==> src/rtl/imm_gen_pipe.sv <==
// Pipelined RISC-V immediate generator: decodes instr[6:0] and emits the
// extended immediate, format and illegal flag through a 2-entry skid buffer.
module imm_gen_pipe #(
  parameter int XLEN      = 32,
  parameter int SUPPORT_U = 1,
  parameter int SUPPORT_Z = 0
) (
  input  logic            clk,
  input  logic            rst_n,
  input  logic            flush,
  input  logic            in_valid,
  output logic            in_ready,
  input  logic [31:0]     in_instr,
  output logic            out_valid,
  input  logic            out_ready,
  output logic [XLEN-1:0] out_imm,
  output logic [2:0]      out_fmt,
  output logic            out_illegal
);

  localparam bit X64 = (XLEN == 64);

  localparam logic [2:0] FMT_I  = 3'd1;
  localparam logic [2:0] FMT_S  = 3'd2;
  localparam logic [2:0] FMT_B  = 3'd3;
  localparam logic [2:0] FMT_U  = 3'd4;
  localparam logic [2:0] FMT_J  = 3'd5;
  localparam logic [2:0] FMT_Z  = 3'd6;
  localparam logic [2:0] FMT_SH = 3'd7;

  typedef struct packed {
    logic [XLEN-1:0] imm;
    logic [2:0]      fmt;
    logic            ill;
  } ent_t;

  logic [6:0] opc;
  logic [2:0] f3;
  logic       sh_f3;
  logic       is_op, is_op32;
  logic       is_i, is_sh, is_s, is_b, is_j, is_u, is_z;

  assign opc   = in_instr[6:0];
  assign f3    = in_instr[14:12];
  assign sh_f3 = (f3 == 3'b001) | (f3 == 3'b101);

  assign is_op   = (opc == 7'b0010011);
  assign is_op32 = X64 && (opc == 7'b0011011);
  assign is_sh   = (is_op | is_op32) & sh_f3;
  assign is_i    = (opc == 7'b0000011) | (opc == 7'b1100111)
                 | ((is_op | is_op32) & ~sh_f3);
  assign is_s    = (opc == 7'b0100011);
  assign is_b    = (opc == 7'b1100011);
  assign is_j    = (opc == 7'b1101111);
  assign is_u    = (SUPPORT_U != 0)
                 && ((opc == 7'b0110111) || (opc == 7'b0010111));
  assign is_z    = (SUPPORT_Z != 0)
                 && (opc == 7'b1110011) && f3[2];

  ent_t dec;

  always_comb begin
    dec     = '0;
    dec.ill = 1'b1;
    unique case (1'b1)
      is_i: begin
        dec.ill = 1'b0;
        dec.fmt = FMT_I;
        dec.imm = XLEN'($signed(in_instr[31:20]));
      end
      is_sh: begin
        dec.ill = 1'b0;
        dec.fmt = FMT_SH;
        // 32-bit word shifts keep a 5-bit shamt even on RV64
        dec.imm = (X64 && !is_op32) ? XLEN'(in_instr[25:20])
                                    : XLEN'(in_instr[24:20]);
      end
      is_s: begin
        dec.ill = 1'b0;
        dec.fmt = FMT_S;
        dec.imm = XLEN'($signed({in_instr[31:25], in_instr[11:7]}));
      end
      is_b: begin
        dec.ill = 1'b0;
        dec.fmt = FMT_B;
        dec.imm = XLEN'($signed({in_instr[31], in_instr[7],
                  in_instr[30:25], in_instr[11:8], 1'b0}));
      end
      is_j: begin
        dec.ill = 1'b0;
        dec.fmt = FMT_J;
        dec.imm = XLEN'($signed({in_instr[31], in_instr[19:12],
                  in_instr[20], in_instr[30:21], 1'b0}));
      end
      is_u: begin
        dec.ill = 1'b0;
        dec.fmt = FMT_U;
        dec.imm = XLEN'($signed({in_instr[31:12], 12'b0}));
      end
      is_z: begin
        dec.ill = 1'b0;
        dec.fmt = FMT_Z;
        dec.imm = XLEN'(in_instr[19:15]);
      end
      default: ;
    endcase
  end

  ent_t out_q, out_d, skid_q, skid_d;
  logic out_v_q, out_v_d, skid_v_q, skid_v_d;
  logic acc, drain;

  assign in_ready = ~(out_v_q & skid_v_q);
  assign acc      = in_valid & in_ready;
  assign drain    = out_v_q & out_ready;

  always_comb begin
    out_d    = out_q;
    out_v_d  = out_v_q;
    skid_d   = skid_q;
    skid_v_d = skid_v_q;
    if (flush) begin
      out_v_d  = 1'b0;
      skid_v_d = 1'b0;
    end else if (!out_v_q || drain) begin
      if (skid_v_q) begin
        out_d    = skid_q;
        out_v_d  = 1'b1;
        skid_v_d = acc;
        if (acc) skid_d = dec;
      end else begin
        out_v_d = acc;
        if (acc) out_d = dec;
      end
    end else if (acc) begin
      skid_v_d = 1'b1;
      skid_d   = dec;
    end
  end

  always_ff @(posedge clk or negedge rst_n) begin
    if (!rst_n) begin
      out_q    <= '0;
      out_v_q  <= 1'b0;
      skid_q   <= '0;
      skid_v_q <= 1'b0;
    end else begin
      out_q    <= out_d;
      out_v_q  <= out_v_d;
      skid_q   <= skid_d;
      skid_v_q <= skid_v_d;
    end
  end

  assign out_valid   = out_v_q;
  assign out_imm     = out_q.imm;
  assign out_fmt     = out_q.fmt;
  assign out_illegal = out_q.ill;

endmodule

==> config.mk <==
export PLATFORM = sky130hd
export DESIGN_NAME = imm_gen_pipe
export DESIGN_NICKNAME = d
export VERILOG_FILES = /design/src/rtl/imm_gen_pipe.sv
export SDC_FILE = /design/constraint.sdc
export NUM_CORES = 1
export LEC_CHECK = 0
export BUFFER_PORTS_ARGS = -buffer_cell sky130_fd_sc_hd__buf_2
export CAP_MARGIN = 20
export CORE_MARGIN = 3
export CORE_UTILIZATION = 55
export CTS_CLUSTER_DIAMETER = 40
export DETAILED_ROUTE_END_ITERATION = 10
export PLACE_DENSITY_LB_ADDON = 0.3
export SLEW_MARGIN = 30
export SYNTH_ARGS = -nofsm -noshare
export SYNTH_HDL_FRONTEND = slang
export SYNTH_SLANG_ARGS = --single-unit
==> constraint.sdc <==
create_clock -name clk -period 2.2 [get_ports clk]
set_input_delay 0 -clock clk [delete_from_list [all_inputs] [get_ports clk]]
set_output_delay 0 -clock clk [all_outputs]
set_load 0.01 [all_outputs]
# Yosys cells after proc, flatten, opt, wreduce, memory -nomap -nowiden
# Index checks and enable logic that the tools add are counted.
[classes]
n_eq_ne = 11
muxes = 13
bitwise = 11
n_reduce_logical = 8
[op_table]
columns = ["cell", "count"]
rows = [
  ["$pmux 36 s6", 1],
  ["$mux 36", 5],
  ["$eq 7x7->1 const B", 3],
  ["$eq 7x5->1 const B", 2],
  ["$eq 7x6->1 const B", 2],
  ["$eq 7x2->1 const B", 1],
  ["$mux 1", 7],
  ["$and 1x1->1", 5],
  ["$reduce_bool 2->1", 2],
  ["$eq 3x1->1 const B", 1],
  ["$eq 3x3->1 const B", 1],
  ["$not 1->1", 3],
  ["$or 1x1->1", 3],
  ["$reduce_and 3->1", 1],
  ["$reduce_bool 3->1", 1],
  ["$logic_or 1x1->1", 2],
  ["$ne 2x2->1 const B", 1],
  ["$reduce_and 2->1", 1],
  ["$logic_not 1->1", 1],
]
[word_totals]
register_bits = 74
in_bits = 37
out_inout_bits = 38
wordCells = 51

# Longest topological paths before layout
[depth]
ltp_word = 9
depth_mapped = 6

# Least setup slack after synthesis
# No wires, ideal clock.
[synth_path]
path_kind = "register to register"
from = "reg out_v_q, in the netlist out_valid"
to = "reg out_q, in the netlist out_imm[18]"
arrival_ps = 1707
required_time_ps = 2059
slack_ps = 352
stages_incl_launch_ff = 7
n_path_buf = 2
period_less_slack_ps = 1848
path_cell_list = "dfrtp_1 nor2b_1 or3_1 clkbuf_1 nor2_2 buf_4 a311oi_2"
[synth_via]
elab_chain_len = 5
[synth_lines]
columns = ["item", "line", "text"]
rows = [
  ["start: declaration", "110", "logic out_v_q, out_v_d, skid_v_q, skid_v_d;"],
  ["start signal: assignment", "149", "out_v_q <= out_v_d;"],
  ["$and 1x1->1", "113", "assign in_ready = ~(out_v_q & skid_v_q);"],
  ["$not 1->1", "113", ""],
  ["$and 1x1->1", "114", "assign acc = in_valid & in_ready;"],
  ["$reduce_bool 2->1 (no line)", "n/a", ""],
  ["$reduce_and 3->1 (no line) *", "n/a", ""],
  ["end signal: assignment", "148", "out_q <= out_d;"],
  ["end: declaration", "109", "ent_t out_q, out_d, skid_q, skid_d;"],
]
# Every way passes the cells marked *; elsewhere a longest branch is shown, timed or not.
# A chain may end at the register's enable or synchronous reset.

# Final worst setup path
[layout_path]
from = "reg out_v_q, in the netlist out_valid"
to = "reg out_q, in the netlist out_imm[15]"
# The elaborated chain is that of the path after synthesis.

==> out/metrics.csv <==
stage,metric,value,unit
die,start_util,57.2,%
finish,n_fill_cell,508,
place,gp_congestion,0.870,
routing,post_drt_wl_per_cell,17.9,µm
cts,h-tree-depth,3,
setup_path,worstPathArrival,2.07,ns
worst_hold_path,hold_depth,3,
synthesis,synth-main-ff-cell,dfrtp_1,
setup_path,critical_path.max_stage_delay,0.53,ns
timing,finalCritPeriodShare,86.4,%
global_routing,track_usage,26.8,%
synthesis,synth_area,3650,µm²
synthesis,async_flop_share,100,%
timing,post-route-min-period,1.90,ns
cts,clock_latency,0.35,ns
synthesis,yosysSeqAreaShare,50.7,%
synthesis,synth_area_leaders,"dfrtp_1, nor2_1, a311oi_2",
synthesis,synth_cell_types,55,
place,port_buffers,74,
synthesis,synth_enable_flop_cells,0,
synthesis,netlist.area_leader.share,50.7,%
setup_path,rrSetupSlack,0.30,ns
cts,clk_pin_slew,0.07,ns
setup_path,required,2.37,ns
cts,post-cts-setup-buffers,0,
setup_path,rr_endpoint,out_imm[15]$_DFFE_PN0P_,
power,irDropWorstVdd,0.505,mV
finish,final_cell_mix,"buf_2, dfrtp_1, nor2_1",
die,core-area,6390,µm²
cts,cts_resized,0,
worst_hold_path,min_path_type,input port to register,
die,rows,29,
timing,final_max_slew_viol_count,0,
synthesis,syn-num-nets,417,
global_routing,grt_max_degree,52,
finish,diodes,0,
die,fp.dieArea,7650,µm²
finish,nNetsFinal,514,
global_routing,grt_pass1_wl,16000,µm
job,maxCapViolCount,0,
setup_path,cp-start-kind,register,
global_routing,grt_remaining_overflow,0,
die,pin_count,75,
timing,fmax,526,MHz
timing,finalSetupViolations,0,
timing,fin_ws,0.298,ns
power,leakagePower,0.00196,µW
power,power.total,3340,µW
power,p_per_area,726,nW/µm²
timing,slew_headroom,53.4,%
timing,setup_tns,0,ns
timing,skew,0.00684,ns
cts,cts.sinks,74,
routing,drtIter0Drc,272,
setup_path,crit_path_end_kind,register,
routing,first_pass_iters,5,
routing,drtAntennaViolNets,0,
synthesis,synth_warnings,0,
setup_path,reg2reg_depth,5,
routing,drt-total-wl,10000,µm
setup_path,crit_fanout,19,
cts,clockBufferDepth,2,
routing,vias_per_cell,6.26,
cts,cts_buffers,9,
die,die_w,87.5,µm
worst_hold_path,whs_endpoint,skid_q[35]$_DFFE_PN0P_,
setup_path,timing.rr.start,out_valid$_DFFE_PN0P_,
setup_path,path_class,register to register,
setup_path,cp_cell_sequence,nor2b_1 > or3_1 > nor2_2 > buf_4 > a311oi_1,
global_routing,antenna_found_initial,0,
timing,worstMarginPinSlew,0.698,ns
cts,cts_tree,yes,
status,status,"finished, final reports clean",
worst_hold_path,hold_start,in_instr[31],
place,hpwl,6410,µm
synthesis,ys_seq_elements,74,
global_routing,grt_pass1_vias,3287,
synthesis,avgSynthCellArea,9.61,µm²
synthesis,yosysTopAreaCell,dfrtp_1,
finish,drive_above_1_share,26.8,%
die,die_h,87.5,µm
routing,drc,0,
cts,clockRootBuffer,clkbuf_8,
place,place_ws,0.233,ns
setup_path,cpMaxStageDelayCell,or3_1,
finish,area_growth,25.8,%
synthesis,synth_cells,380,
routing,via_count,3493,
timing,hold_viol,0,
timing,rsz0062_at_grt,no,
==> registers in the layout, summed over array words and instances (netlist names) <==
register and count:
out_fmt 3, out_illegal 1, out_imm 32, out_valid 1, skid_q 36, skid_v_q 1
==> layer usage <==
metal	up-vias	global-route usage, %	share of wire [%]
met5	-	0	0
met4	0	11.3	2.1
met3	21	3.31	6.5
met2	157	43.1	49
met1	1719	36.6	42
li1	1596	-	-
==> area by class of cell <==
| cell class | instances | area [µm²] | share of cell area (%) |
|---|---|---|---|
| clock inverter | 5 | 53.8 | 1.17 |
| clock buffer | 10 | 138 | 3.00 |
| timing repair buffer | 117 | 777 | 16.9 |
| tap | 77 | 96.3 | 2.10 |
| multi-input combinational | 265 | 1640 | 35.7 |
| sequential | 74 | 1850 | 40.3 |
| inverter | 10 | 37.5 | 0.817 |
==> stage by stage <==
stage	hold WS, ns	instances	util (%)	instance area [µm²]
finish	0.0477	558	71.9	4590
global route	0.0455	558	71.9	4590
CTS	0.0381	557	71.7	4580
detailed placement	0.0229	515	64.5	4120
global placement	0.0204	515	64.5	4120
floorplan	-0.296	380	-	3650
==> worst max-delay path, delay by kind of cell, from the launching register on <==
family,cells,cell delay (ns)
compound gates,1,0.16
buf+inv,1,0.31
flops,1,0.43
simple gates,3,0.83
==> Yosys cell counts, types with 4 or more instances <==
library cell,number
nor3_1,23
o21ai_0,15
buf_2,6
o31ai_1,12
a31oi_1,20
clkbuf_1,21
nor2b_1,6
o211ai_1,6
a22oi_1,4
a21oi_1,12
inv_1,9
dfrtp_1,74
nand2_1,39
o21ai_1,7
nand3_1,7
nor2_1,51
a311oi_1,8
nor4b_1,6
a311oi_2,11
==> report_power, final <==
part	switching [µW]	internal, µW
clock	497	547
sequential	107	1560
combinational	345	283
==> worst max-delay path by stage <==
stage / start / slack, ns / cells after the start / endpoint
6_report: out_valid$_DFFE_PN0P_ / 0.30 / 5 / out_imm[15]$_DFFE_PN0P_
5_1_grt: skid_v_q$_DFFE_PN0P_ / 0.19 / 5 / skid_q[3]$_DFFE_PN0P_
4_1_cts: in_instr[13] / 0.14 / 6 / out_imm[27]$_DFFE_PN0P_
3_5_place_dp: in_instr[1] / 0.23 / 5 / out_imm[27]$_DFFE_PN0P_
3_3_place_gp: in_instr[1] / 0.37 / 5 / out_imm[29]$_DFFE_PN0P_
2_1_floorplan: out_valid$_DFFE_PN0P_ / 0.35 / 6 / out_imm[18]$_DFFE_PN0P_
==> timing repair <==
| item | 4_1_cts | 5_1_grt |
|---|---|---|
| hold endpoints to repair | 74 | 0 |
| setup endpoints to repair | 0 | 0 |
| hold buffers | 27 | 0 |
==> logic make-up after synthesis <==
group | share of synthesized area (%)
AO/OA/AOI/OAI | 24.0
buffers and inverters | 5.04
flip-flops | 50.7
multiplexers | 0.308
AND/OR/NAND/NOR | 20.0
(Power assumes the default switching activity.)
